## src/rtl/ula_pkg.sv

```systemverilog
// rtl/ula_pkg.sv - shared op codes, FSM encodings and datapath width for the ALU arbiter
package ula_pkg;

  localparam int ULA_W = 8;

  typedef enum logic [1:0] {
    ULA_ADD = 2'b00,
    ULA_SUB = 2'b01,
    ULA_SLT = 2'b10,
    ULA_NOT = 2'b11
  } ula_op_e;

  typedef enum logic [1:0] {
    S_IDLE = 2'b00,
    S_EXEC = 2'b01,
    S_RESP = 2'b10
  } ula_state_e;

endpackage

```

## src/rtl/rr_arb2.sv

```systemverilog
// rtl/rr_arb2.sv - combinational two-way picker, round-robin or fixed priority on ties
module rr_arb2 (
  input  logic [1:0] req,
  input  logic       last_grant,
  input  logic       rr_en,
  output logic       gnt_valid,
  output logic       gnt_id
);

  always_comb begin
    gnt_valid = |req;
    gnt_id    = 1'b0;
    if (req == 2'b11) begin
      gnt_id = rr_en ? ~last_grant : 1'b0;
    end else begin
      gnt_id = req[1];
    end
  end

endmodule

```

## src/rtl/ula_arbiter.sv

```systemverilog
// rtl/ula_arbiter.sv - shares one 8-bit ALU between two valid/ready requesters
module ula_arbiter
  import ula_pkg::*;
#(
  parameter bit RR_EN = 1'b1
) (
  input  logic             clk,
  input  logic             reset_n,
  input  logic             req0_valid,
  output logic             req0_ready,
  input  logic [1:0]       req0_op,
  input  logic [ULA_W-1:0] req0_d1,
  input  logic [ULA_W-1:0] req0_d2,
  input  logic             req1_valid,
  output logic             req1_ready,
  input  logic [1:0]       req1_op,
  input  logic [ULA_W-1:0] req1_d1,
  input  logic [ULA_W-1:0] req1_d2,
  output logic             rsp0_valid,
  input  logic             rsp0_ready,
  output logic             rsp1_valid,
  input  logic             rsp1_ready,
  output logic [ULA_W-1:0] rsp_result,
  output logic             rsp_cond,
  output logic [ULA_W-1:0] ula_d1,
  output logic [ULA_W-1:0] ula_d2,
  output logic [1:0]       ula_ctrl,
  input  logic [ULA_W-1:0] ula_res,
  input  logic             ula_cond,
  output logic             busy,
  output logic             grant_id
);

  ula_state_e       state, state_nxt;
  ula_op_e          op_r;
  logic [ULA_W-1:0] d1_r, d2_r;
  logic             last_grant;
  logic             gnt_valid, gnt_id;
  logic             accept, rsp_hs;

  rr_arb2 u_rr_arb2 (
    .req        ({req1_valid, req0_valid}),
    .last_grant (last_grant),
    .rr_en      (RR_EN),
    .gnt_valid  (gnt_valid),
    .gnt_id     (gnt_id)
  );

  always_ff @(posedge clk or negedge reset_n) begin
    if (!reset_n) begin
      state <= S_IDLE;
    end else begin
      state <= state_nxt;
    end
  end

  always_comb begin
    state_nxt  = state;
    req0_ready = 1'b0;
    req1_ready = 1'b0;
    rsp0_valid = 1'b0;
    rsp1_valid = 1'b0;
    busy       = 1'b1;
    accept     = 1'b0;
    rsp_hs     = 1'b0;
    case (state)
      S_IDLE: begin
        busy       = 1'b0;
        accept     = gnt_valid;
        req0_ready = gnt_valid & ~gnt_id;
        req1_ready = gnt_valid & gnt_id;
        if (gnt_valid) state_nxt = S_EXEC;
      end
      S_EXEC: begin
        state_nxt = S_RESP;
      end
      S_RESP: begin
        rsp0_valid = ~grant_id;
        rsp1_valid = grant_id;
        rsp_hs     = grant_id ? rsp1_ready : rsp0_ready;
        // Returning to IDLE takes the edge, so no accept overlaps the response handshake.
        if (rsp_hs) state_nxt = S_IDLE;
      end
      default: begin
        state_nxt = S_IDLE;
        busy      = 1'b0;
      end
    endcase
  end

  always_ff @(posedge clk or negedge reset_n) begin
    if (!reset_n) begin
      op_r       <= ULA_ADD;
      d1_r       <= '0;
      d2_r       <= '0;
      grant_id   <= 1'b0;
      last_grant <= 1'b1;
      rsp_result <= '0;
      rsp_cond   <= 1'b0;
    end else begin
      if (accept) begin
        op_r       <= ula_op_e'(gnt_id ? req1_op : req0_op);
        d1_r       <= gnt_id ? req1_d1 : req0_d1;
        d2_r       <= gnt_id ? req1_d2 : req0_d2;
        grant_id   <= gnt_id;
        last_grant <= gnt_id;
      end
      if (state == S_EXEC) begin
        rsp_result <= ula_res;
        rsp_cond   <= ula_cond;
      end
    end
  end

  // The operand registers drive the ALU directly, so its inputs only move on accept.
  assign ula_d1   = d1_r;
  assign ula_d2   = d2_r;
  assign ula_ctrl = op_r;

endmodule

```

## config.mk

```make
export PLATFORM = sky130hd
export DESIGN_NAME = ula_arbiter
export DESIGN_NICKNAME = d
export VERILOG_FILES = /design/src/rtl/ula_pkg.sv /design/src/rtl/rr_arb2.sv /design/src/rtl/ula_arbiter.sv
export SDC_FILE = /design/constraint.sdc
export NUM_CORES = 1
export LEC_CHECK = 0
export BUFFER_PORTS_ARGS = -buffer_cell sky130_fd_sc_hd__buf_2
export CORE_MARGIN = 3
export CORE_UTILIZATION = 40
export CTS_BUF_LIST = sky130_fd_sc_hd__clkbuf_8
export DETAILED_ROUTE_END_ITERATION = 7
export PLACE_DENSITY = 0.79
export SLEW_MARGIN = 20
export SYNTH_ARGS = -nofsm -noshare
export SYNTH_HDL_FRONTEND = slang
export SYNTH_SLANG_ARGS = --single-unit
```

## constraint.sdc

```tcl
create_clock -name clk -period 1.3 [get_ports clk]
set_input_delay 0.065 -clock clk [delete_from_list [all_inputs] [get_ports clk]]
set_output_delay 0.065 -clock clk [all_outputs]
set_load 0.005 [all_outputs]
```

==> impl_metrics.ini <==
[yosys]
ys_types = 22
yosys.area.top_type = dfrtp_1
seq_area_frac_synth_pct = 53.6
synth_cells = 124
netlist_area_mm2 = 0.00145
postSynthAreaPerCell_um2 = 11.7
synth_area_leaders = dfrtp_1, mux2i_1, mux2_2
synth_warnings = 0
mappedNetlistNets = 179
synth-seq-cells = 31
synth.top_cell.area_share_pct = 51.8

[routing]
m1WireLength_um = 1710
wl_met3_um = 308
drc = 0
detail_route.wirelength_um = 4090
antenna_left = 0
dr.pass1.iters = 4
vias = 1365
drt_iter0_drc = 106
wl_per_cell_um = 14.6
top_layer = met4
viasPerCell = 4.88
route.met2.wl_um = 2010

[placement]
dp.cells = 254
placed_cell_area_mm2 = 0.00199
hpwl_um = 2500
port_buffers = 83
globalplace.congestion = 0.710

[critical_path]
critPathMaxFanout = 3
r2r_cells = 5
critPathCaptureType = output port
reg2reg_slack_ns = -0.06
timing.rr.start = last_grant
cp.required_ns = 1.24
worstReg2RegEnd = ula_d2[6]
path_class = reg -> out
cp-start-kind = flip-flop
cp.arrival_ns = 1.38

[final_layout]
mostFrequentLayoutCell = buf_2
final_cell_mix = buf_2, dfrtp_1, mux2i_1
post-route-util_pct = 71.5
instances_no_fill = 280
drive_above_1_share_pct = 63.7
syn2layout_area_growth_pct = 68.5
antenna_cells = 0
nFillCells = 245
fin_area_mm2 = 0.00244
fin_nets = 288

[sta]
period_needed_ns = 1.45
fin_skew_ns = 0.00379
rsz0062_at_grt = true
period_share_pct = 111
relSlewSlack_pct = 73.5
setup_tns_ns = -0.858
fmax_mhz = 690
setup_ws_ns = -0.149
worst_slew_pin_slew_ns = 0.398
setup_viol = 12
hold_viol = 0
final-max-slew-violation-count = 0

[status]
status = finished with violations
violations = negative setup slack

[global_route]
grt.total_usage_pct = 17.7
grt-ovfl-total = 0
grt_pass1_vias = 1254
grt_pass1_wl_um = 5830
grt_max_degree = 19
grt_antenna_before_repair = 0

[cts]
clock_latency_ns = 0.28
max-clock-path-buffers = 2
clk_pin_slew_ns = 0.06
numCtsBuffers = 5
cts-htree-levels = 2
cts_root_buf = clkbuf_8
clock-sinks = 31
tritoncts = built

[floorplanning]
die_w_um = 66.2
chipHeight_um = 66.2
die_area_mm2 = 0.00438
io_pins = 84
rows = 21
fp.coreArea_mm2 = 0.00342
initial_core_util_pct = 42.5

[worst_hold_path]
hp-class = in -> reg
holdPathEnd = rsp_result[0]
worst_hold_startpoint = ula_res[0]
min_path_cells = 2

[pwr]
pwr-share-clk_pct = 12.4
finalPower_mw = 5.61
swShare_pct = 34.6
internal_power_mw = 3.67
p_leak_nw = 1.32
p_sw_mw = 1.94
pwr-share-comb_pct = 56.7
seq_power_share_pct = 30.9
power_density_mw_per_mm2 = 2300
irDropWorstVdd_mv = 1.16

[run]
maxCapViolCount = 0
## sequential cells by signal, indices dropped and copies added (netlist names)
signal      flops
rsp_result      8
ula_d2          8
last_grant      1
state           2
rsp_cond        1
ula_d1          8
ula_ctrl        2
grant_id        1
## logic make-up (layout without fill, tap and decap cells)
family | count (synthesis) | after routing | synth area share, %
flip-flops | 31 | 31 | 53.6
multiplexers | 29 | 29 | 21.1
AO/OA/AOI/OAI | 27 | 27 | 10.6
AND/OR/NAND/NOR | 23 | 23 | 6.64
buffers and inverters | 10 | 120 | 4.57
adder cells (fa/ha/maj) | 4 | 4 | 3.45
## routing by layer
layer,GRT usage (%),vias up
li1,-,645
met1,21.6,656
met2,28.7,58
met3,6.29,6
met4,6.35,0
met5,0,-
## power groups by stage
stage | Sequential [mW] | Combinational, mW | Clock [mW]
floorplan | 1.76 | 1.14 | 0
global placement | 1.69 | 2.10 | 0
detailed placement | 1.72 | 2.15 | 0
CTS | 1.69 | 2.69 | 0.714
global route | 1.80 | 3.46 | 0.769
finish | 1.74 | 3.18 | 0.694
## synth_stat cells, drive strengths merged
cell,count
a21o,2
mux2i,19
a21oi,3
dfstp,1
nor2,2
nor2b,2
and2,1
ha,4
buf,6
a31oi,1
o21ai,19
mux2,10
inv,3
clkbuf,1
a22oi,1
dfrtp,30
nand2,18
a21bo,1
## how the worst max path moves through the flow
| stage | startpoint | endpoint | cells after the start |
|---|---|---|---|
| 2_1_floorplan | state[1] | rsp_cond | 4 |
| 3_3_place_gp | state[0] | state[1] | 4 |
| 3_5_place_dp | state[1] | rsp_result[3] | 4 |
| 4_1_cts | state[0] | req0_ready | 6 |
| 5_1_grt | state[0] | req1_ready | 6 |
| 6_report | state[0] | req0_ready | 6 |
## through the flow
stage / hold WS [ns] / worst slack (ns)
after global routing: 0.0139 / -0.207
after detailed placement: 0.00893 / -0.0375
after global placement: 0.00976 / -0.0176
after floorplan: -0.231 / 0.0106
after CTS: 0.00938 / -0.122
final: 0.0185 / -0.149
## area by class of cell
cell class,instances,area [um2],share of cell area (%)
Clock buffer,5,68.8,2.82
Clock inverter,3,12.5,0.512
Inverter,3,11.3,0.461
Multi-Input combinational cell,83,754,30.9
Sequential cell,31,777,31.8
Tap cell,46,57.6,2.36
Timing Repair Buffer,109,762,31.2
## critical path: stages (launching register included)
cell,delay [ns]
dfrtp_1,0.40
inv_2,0.12
ha_4,0.17
o21ai_4,0.07
buf_12,0.13
nor2b_1,0.11
buf_2,0.12
## what timing repair did
| action | CTS | global route |
|---|---|---|
| hold endpoints to repair | 16 | 0 |
| hold buffers | 1 | 0 |
| resized for setup | 17 | 27 |
| gates cloned | 2 | 1 |
| setup buffers | 12 | 3 |
| pin swaps | 4 | 6 |
| setup endpoints to repair | 18 | 33 |
Power figures use the tool's default switching activity.
